==> config.mk <==
export PLATFORM = sky130hd
export DESIGN_NAME = bus_interface_unit_flat
export DESIGN_NICKNAME = d
export VERILOG_FILES = /design/src/rtl/bus_interface_unit_pkg.sv /design/src/rtl/bus_interface_unit_if.sv /design/src/rtl/bus_read_formatter.sv /design/src/rtl/bus_interface_unit.sv /design/src/flat_wrapper.sv
export SDC_FILE = /design/constraint.sdc
export NUM_CORES = 1
export LEC_CHECK = 0
export BUFFER_PORTS_ARGS = -buffer_cell sky130_fd_sc_hd__clkbuf_2
export CORE_MARGIN = 10
export CORE_UTILIZATION = 30
export CTS_BUF_LIST = sky130_fd_sc_hd__clkbuf_2 sky130_fd_sc_hd__clkbuf_4 sky130_fd_sc_hd__clkbuf_8
export DETAILED_ROUTE_END_ITERATION = 7
export PLACE_DENSITY = 0.56
export SETUP_SLACK_MARGIN = 0.05
export SYNTH_ARGS = -nofsm -noshare
export SYNTH_HDL_FRONTEND = slang
export SYNTH_SLANG_ARGS = --single-unit
==> constraint.sdc <==
create_clock -name clk -period 3.42 [get_ports clk]
set_clock_uncertainty 0.05 [all_clocks]
set_input_delay 0.855 -clock clk [delete_from_list [all_inputs] [get_ports clk]]
set_output_delay 0.855 -clock clk [all_outputs]
set_load 0.05 [all_outputs]
==> src/rtl/bus_interface_unit_pkg.sv <==
// Shared encodings for the bus interface unit:
// trans/size codes, prot bit indices, FSM states.
package bus_interface_unit_pkg;

  localparam logic [1:0] TRANS_IDLE   = 2'b00;
  localparam logic [1:0] TRANS_NONSEQ = 2'b10;
  localparam logic [1:0] TRANS_SEQ    = 2'b11;

  localparam logic SIZE_BYTE = 1'b0;
  localparam logic SIZE_WORD = 1'b1;

  localparam int PROT_DATA = 0;
  localparam int PROT_PRIV = 1;

  typedef enum logic [1:0] {
    S_IDLE,
    S_ADDR,
    S_WAIT
  } state_t;

endpackage

==> src/rtl/bus_interface_unit_if.sv <==
// Memory bus between initiator (master) and responder (slave).
// addr/wdata/write/size/prot/trans out; rdata/data_valid/abort back.
interface bus_interface_unit_if;

  logic [31:0] addr;
  logic [31:0] wdata;
  logic        write;
  logic        size;
  logic [1:0]  prot;
  logic [1:0]  trans;
  logic [31:0] rdata;
  logic        data_valid;
  logic        abort;

  modport master (
    output addr, wdata, write, size, prot, trans,
    input  rdata, data_valid, abort
  );

  modport slave (
    input  addr, wdata, write, size, prot, trans,
    output rdata, data_valid, abort
  );

endinterface

==> src/rtl/bus_read_formatter.sv <==
// Size handling: byte-read zero extension and byte-store lane
// replication. Ports: rd_size/rdata_in -> rdata_out, wr_size/wdata_in -> wdata_out.
module bus_read_formatter
  import bus_interface_unit_pkg::*;
(
  input  logic        rd_size,
  input  logic [31:0] rdata_in,
  input  logic        wr_size,
  input  logic [31:0] wdata_in,
  output logic [31:0] rdata_out,
  output logic [31:0] wdata_out
);

  always_comb begin
    rdata_out = rdata_in;
    wdata_out = wdata_in;
    if (rd_size == SIZE_BYTE)
      rdata_out = {24'b0, rdata_in[7:0]};
    // responder picks the lane using size and addr
    if (wr_size == SIZE_BYTE)
      wdata_out = {4{wdata_in[7:0]}};
  end

endmodule

==> src/rtl/bus_interface_unit.sv <==
// Initiator bus unit: arbitrates fetch/data requests onto the bus.
// Ports: clk, rst, priv, fetch f_*, data d_*, bus (master modport).
module bus_interface_unit
  import bus_interface_unit_pkg::*;
#(
  parameter int TIMEOUT_CYCLES = 15
) (
  input  logic        clk,
  input  logic        rst,
  input  logic        priv,
  input  logic        f_req,
  input  logic [31:0] f_addr,
  output logic        f_ack,
  output logic        f_valid,
  output logic [31:0] f_rdata,
  output logic        f_abort,
  input  logic        d_req,
  input  logic        d_write,
  input  logic        d_size,
  input  logic [31:0] d_addr,
  input  logic [31:0] d_wdata,
  output logic        d_ack,
  output logic        d_valid,
  output logic [31:0] d_rdata,
  output logic        d_abort,
  bus_interface_unit_if.master bus
);

  localparam int CW = $clog2(TIMEOUT_CYCLES + 1);
  localparam logic [CW-1:0] TO_LAST =
    CW'(TIMEOUT_CYCLES - 1);

  state_t        state, state_nx;
  logic [CW-1:0] cnt;
  logic [31:0]   addr_q, wdata_q;
  logic          write_q, size_q, data_q, seq_q;
  logic [1:0]    prot_q;

  logic          timeout, done, accept;
  logic          take_d, take_f, issue, seq_nx;
  logic          nx_write, nx_size, abort_c;
  logic [31:0]   nx_addr, nx_wdata, rd_fmt, rdata_c;

  bus_read_formatter u_fmt (
    .rd_size   (size_q),
    .rdata_in  (bus.rdata),
    .wr_size   (d_size),
    .wdata_in  (d_wdata),
    .rdata_out (rd_fmt),
    .wdata_out (nx_wdata)
  );

  always_comb begin
    timeout = (state == S_WAIT) && !bus.data_valid
              && (cnt == TO_LAST);
    done    = (state == S_WAIT)
              && (bus.data_valid || timeout);
    // a completing WAIT may immediately issue again
    accept  = !rst && ((state == S_IDLE) ||
              ((state == S_WAIT) && bus.data_valid));
    take_d  = accept && d_req;
    take_f  = accept && f_req && !d_req;
    issue   = take_d || take_f;
    d_ack   = take_d;
    f_ack   = take_f;

    nx_addr  = take_d ? d_addr : f_addr;
    nx_write = take_d && d_write;
    nx_size  = take_d ? d_size : SIZE_WORD;
    seq_nx   = (state == S_WAIT)
               && (data_q == take_d)
               && (write_q == nx_write)
               && (size_q == SIZE_WORD)
               && (nx_size == SIZE_WORD)
               && (nx_addr == addr_q + 32'd4);

    abort_c = timeout || bus.abort;
    rdata_c = (abort_c || write_q) ? 32'b0 : rd_fmt;
  end

  always_comb begin
    state_nx = state;
    case (state)
      S_IDLE: if (issue) state_nx = S_ADDR;
      S_ADDR: state_nx = S_WAIT;
      S_WAIT: begin
        if (issue)     state_nx = S_ADDR;
        else if (done) state_nx = S_IDLE;
      end
      default: state_nx = S_IDLE;
    endcase
  end

  always_ff @(posedge clk) begin
    if (rst) begin
      state   <= S_IDLE;
      cnt     <= '0;
      addr_q  <= '0;
      wdata_q <= '0;
      write_q <= 1'b0;
      size_q  <= 1'b0;
      data_q  <= 1'b0;
      seq_q   <= 1'b0;
      prot_q  <= '0;
      f_valid <= 1'b0;
      f_abort <= 1'b0;
      f_rdata <= '0;
      d_valid <= 1'b0;
      d_abort <= 1'b0;
      d_rdata <= '0;
    end else begin
      state <= state_nx;
      cnt   <= (state == S_WAIT) ? cnt + 1'b1 : '0;
      if (issue) begin
        addr_q            <= nx_addr;
        write_q           <= nx_write;
        size_q            <= nx_size;
        data_q            <= take_d;
        seq_q             <= seq_nx;
        wdata_q           <= take_d ? nx_wdata : 32'b0;
        prot_q[PROT_PRIV] <= priv;
        prot_q[PROT_DATA] <= take_d;
      end
      f_valid <= done && !data_q;
      d_valid <= done && data_q;
      if (done && !data_q) begin
        f_abort <= abort_c;
        f_rdata <= rdata_c;
      end
      if (done && data_q) begin
        d_abort <= abort_c;
        d_rdata <= rdata_c;
      end
    end
  end

  assign bus.addr  = addr_q;
  assign bus.wdata = wdata_q;
  assign bus.write = write_q;
  assign bus.size  = size_q;
  assign bus.prot  = prot_q;
  assign bus.trans = (state != S_ADDR) ? TRANS_IDLE :
                     seq_q ? TRANS_SEQ : TRANS_NONSEQ;

endmodule

==> src/flat_wrapper.sv <==
// flat-port wrapper written by rule: the top's interface ports become plain ports
module bus_interface_unit_flat import bus_interface_unit_pkg::*;
#(
  parameter int TIMEOUT_CYCLES = 15
)
  (clk, rst, priv, f_req, f_addr, f_ack, f_valid, f_rdata, f_abort, d_req, d_write, d_size, d_addr, d_wdata, d_ack, d_valid, d_rdata, d_abort, bus_addr, bus_wdata, bus_write, bus_size, bus_prot, bus_trans, bus_rdata, bus_data_valid, bus_abort);
  bus_interface_unit_if bus_i ();
  input  logic clk;
  input  logic rst;
  input  logic priv;
  input  logic f_req;
  input  logic [31:0] f_addr;
  output logic f_ack;
  output logic f_valid;
  output logic [31:0] f_rdata;
  output logic f_abort;
  input  logic d_req;
  input  logic d_write;
  input  logic d_size;
  input  logic [31:0] d_addr;
  input  logic [31:0] d_wdata;
  output logic d_ack;
  output logic d_valid;
  output logic [31:0] d_rdata;
  output logic d_abort;
  output wire logic [$bits(bus_i.addr)-1:0] bus_addr;
  output wire logic [$bits(bus_i.wdata)-1:0] bus_wdata;
  output wire logic [$bits(bus_i.write)-1:0] bus_write;
  output wire logic [$bits(bus_i.size)-1:0] bus_size;
  output wire logic [$bits(bus_i.prot)-1:0] bus_prot;
  output wire logic [$bits(bus_i.trans)-1:0] bus_trans;
  input wire logic [$bits(bus_i.rdata)-1:0] bus_rdata;
  input wire logic [$bits(bus_i.data_valid)-1:0] bus_data_valid;
  input wire logic [$bits(bus_i.abort)-1:0] bus_abort;
  assign bus_addr = bus_i.addr;
  assign bus_wdata = bus_i.wdata;
  assign bus_write = bus_i.write;
  assign bus_size = bus_i.size;
  assign bus_prot = bus_i.prot;
  assign bus_trans = bus_i.trans;
  assign bus_i.rdata = bus_rdata;
  assign bus_i.data_valid = bus_data_valid;
  assign bus_i.abort = bus_abort;
  bus_interface_unit #(.TIMEOUT_CYCLES(TIMEOUT_CYCLES)) u_core (.clk(clk), .rst(rst), .priv(priv), .f_req(f_req), .f_addr(f_addr), .f_ack(f_ack), .f_valid(f_valid), .f_rdata(f_rdata), .f_abort(f_abort), .d_req(d_req), .d_write(d_write), .d_size(d_size), .d_addr(d_addr), .d_wdata(d_wdata), .d_ack(d_ack), .d_valid(d_valid), .d_rdata(d_rdata), .d_abort(d_abort), .bus(bus_i));
endmodule
==> metrics.md <==
| Metric | Value |
|---|---|
| Status | `finished clean` |
| #FFs+latches synth | `~140` |
| R2r endpoint | `u_core.seq_q` |
| Die width | `between 150 and 200 um` |
| Layout net count | `around 1300` |
| Yosys warning total | `0` |
| R2R Setup Slk | `approximately 0.83 ns` |
| Gpl congestion | `between 0.8 and 0.9` |
| CTS root buffer | `clkbuf_8` |
| Sink Count | `about 140` |
| Crit share post-route | `between 80% and 90%` |
| IO Pins | `roughly 280` |
| RSZ-0062 raised after global routing | `false` |
| Most frequent cells in the layout | `clkbuf_2, dfxtp_1, a21oi_1` |
| Max Cap Violations | `0` |
| Area growth syn-to-layout | `29.4%` |
| Post-synth EDFFs | `0` |
| Fmax | `between 0.3 and 0.4 GHz` |
| Worst R2R Start | `u_core.bus.addr[2]` |
| CTS resizes | `0` |
| Starting Density | `between 30% and 40%` |
| DRT Wirelength | `~27 mm` |
| Critical-path maximum fanout | `14` |
| Mean routed wirelength per cell | `between 15 and 20 um` |
| # DRC | `0` |
| Peak supply drop | `0.211 mV` |
| Die area | `between 30000 and 40000 sq um` |
| Vias | `7366` |
| Slew Limit Headroom | `39.7%` |
| PortBufs | `roughly 280` |
| Register area share after synthesis | `~40%` |
| DRT antenna net count | `0` |
| Starting DRC count in detailed routing | `~490` |
| CP Capture Type | `output port` |
| Fin area | `a little over 9000 sq um` |
| Most common cell after layout, fill and taps aside | `clkbuf_2` |
| Worst-margin pin slew | `0.904 ns` |
| Post-synth top flop | `dfxtp_1` |
| R2R cell count | `9` |
| Die height | `~170 um` |
| Clock period minus worst slack | `just over 3 ns` |
| Pins over their slew limit | `0` |
| Netlist Area Pre-Place | `7190 sq um` |
| Drt first pass iters | `5` |
| Worst EP required | `2.51 ns` |
| Clock-pin slew on the worst setup and hold paths | `around 0.09 ns` |
| # hold bufs at CTS | `0` |
| Synth async-reset ratio | `0%` |
| Row count | `56` |
| Mapped Cells | `around 900` |
| Leak Pwr | `3.80 nW` |
| First-pass GRT wire length | `about 43 mm` |
| Cts bufs inserted | `17` |
| Largest net degree at the start of global routing | `just over 80` |
| Startpoint Class | `input port` |
| Min-delay src | `u_core.f_rdata[7]` |
| Area after DPL | `approximately 8900 sq um` |
| Post-DP HPWL | `20.0 mm` |
| Power Dens Cells | `approximately 440 nW/um^2` |
| Hold Crit Class | `reg -> reg` |
| H-tree depth | `4` |
| Syn_nets | `1043` |
| Post-CTS Setup Inserts | `0` |
| Overflow after GRT | `0` |
| CP Capture Point | `d_ack` |
| Routed vias/inst | `between 4 and 5` |
| Worst path arrival time | `roughly 2.1 ns` |
| CTS tree | `built` |
| Pre-CTS WS | `around 0.32 ns` |
| GR Util All Layers | `17.3%` |
| Tot Pwr | `about 4.1 mW` |
| Synth cell types | `between 60 and 70` |
| Worst-Skew Late Latency | `between 0.4 and 0.5 ns` |
| Worst Setup SP | `d_req` |
| Syn Area/Cell | `approximately 8 sq um` |
| Final setup fails | `0` |
| Hold Violations, Final | `0` |
| Share of layout cells above drive strength 1 | `between 20% and 30%` |
| Initial antenna violation count | `2` |
| TNS Setup | `0 ns` |
| Longest Clk Path Bufs | `2` |
| Number of global-route vias before repair | `7341` |
| Core area | `approximately 24000 sq um` |
| Worst setup slack after layout | `0.402 ns` |
| WS Path Type | `in -> out` |
| Fin util | `a little under 40%` |
-- registers in the layout, indices dropped and copies added (netlist names) --
name / count
u_core.bus.addr: 32
u_core.bus.prot: 2
u_core.bus.size: 1
u_core.bus.wdata: 32
u_core.bus.write: 1
u_core.cnt: 4
u_core.d_abort: 1
u_core.d_rdata: 32
u_core.d_valid: 1
u_core.f_abort: 1
u_core.f_rdata: 32
u_core.f_valid: 1
u_core.seq_q: 1
u_core.state: 2
-- Yosys cell counts (all sizes together) (9+ instances only) --
cell type | instances | area share [%]
dfxtp | 143 | 40
a21oi | 123 | 8.6
nor2 | 113 | 5.9
nand2 | 86 | 4.5
nand3 | 78 | 5.5
clkbuf | 54 | 2.8
mux2i | 52 | 7.2
a211oi | 36 | 3.8
nand4 | 24 | 2.1
buf | 21 | 1.7
inv | 16 | 0.84
xor2 | 15 | 1.8
xnor2 | 14 | 1.7
nor2b | 12 | 1.0
a22oi | 9 | 0.94
nor4 | 9 | 0.78
o21ai | 9 | 0.63
-- where the power goes --
group          total, mW  internal [mW]  switching (mW)
logic              0.879          0.295           0.585
clock network       1.44          0.569           0.866
registers           1.81           1.73          0.0827
-- worst min path at each step --
stage | to | slack, ns | cells after the start
final | u_core.f_rdata[7] | 0.41 | 2
after global routing | u_core.f_rdata[7] | 0.42 | 2
after CTS | u_core.d_rdata[5] | 0.41 | 2
after detailed placement | u_core.d_rdata[17] | 0.40 | 2
after global placement | u_core.f_rdata[24] | 0.39 | 2
after floorplan | u_core.cnt[0] | 0.38 | 1
-- kinds of logic (layout without fill, tap and decap cells) --
family | Yosys count | in the layout | share of synthesized area [%]
buffers and inverters | 91 | 346 | 5.36
adders and majority gates | 3 | 3 | 0.522
and+or+nand+nor | 366 | 366 | 24.1
DFF | 143 | 143 | 39.8
xor gates and xnor gates | 31 | 31 | 4.18
AOI/OAI and AO/OA | 215 | 215 | 18.4
other | 0 | 1 | 0
muxes | 54 | 54 | 7.55
-- worst max-delay path: stages --
cell      delay, ns
clkbuf_2       0.27
nand3_4        0.20
inv_2          0.13
buf_4          0.24
buf_4          0.25
buf_12         0.16
-- layout make-up --
cell class	instances	area (sq um)
Antenna cell	1	2.50
Clock buffer	17	234
Clock inverter	15	186
Fill cell	2493	14200
Inverter	16	60.1
Multi-Input combinational cell	669	3970
Sequential cell	143	2860
Tap cell	319	399
Timing Repair Buffer	298	1590
-- layer usage --
metal	global-route usage [%]	up-vias	share of wire, %
li1	-	3708	-
met4	5.33	2	1.7
met2	28.4	245	48
met3	6.70	27	8.4
met5	0	-	0.074
met1	20.5	3384	42
-- per-stage QoR --
step           hold WS, ns  std cells
2_1_floorplan        0.380        903
3_3_place_gp         0.392       1445
3_5_place_dp         0.395       1445
4_1_cts              0.410       1477
5_1_grt              0.425       1478
6_report             0.409       1478
Power figures use the tool's default switching activity.
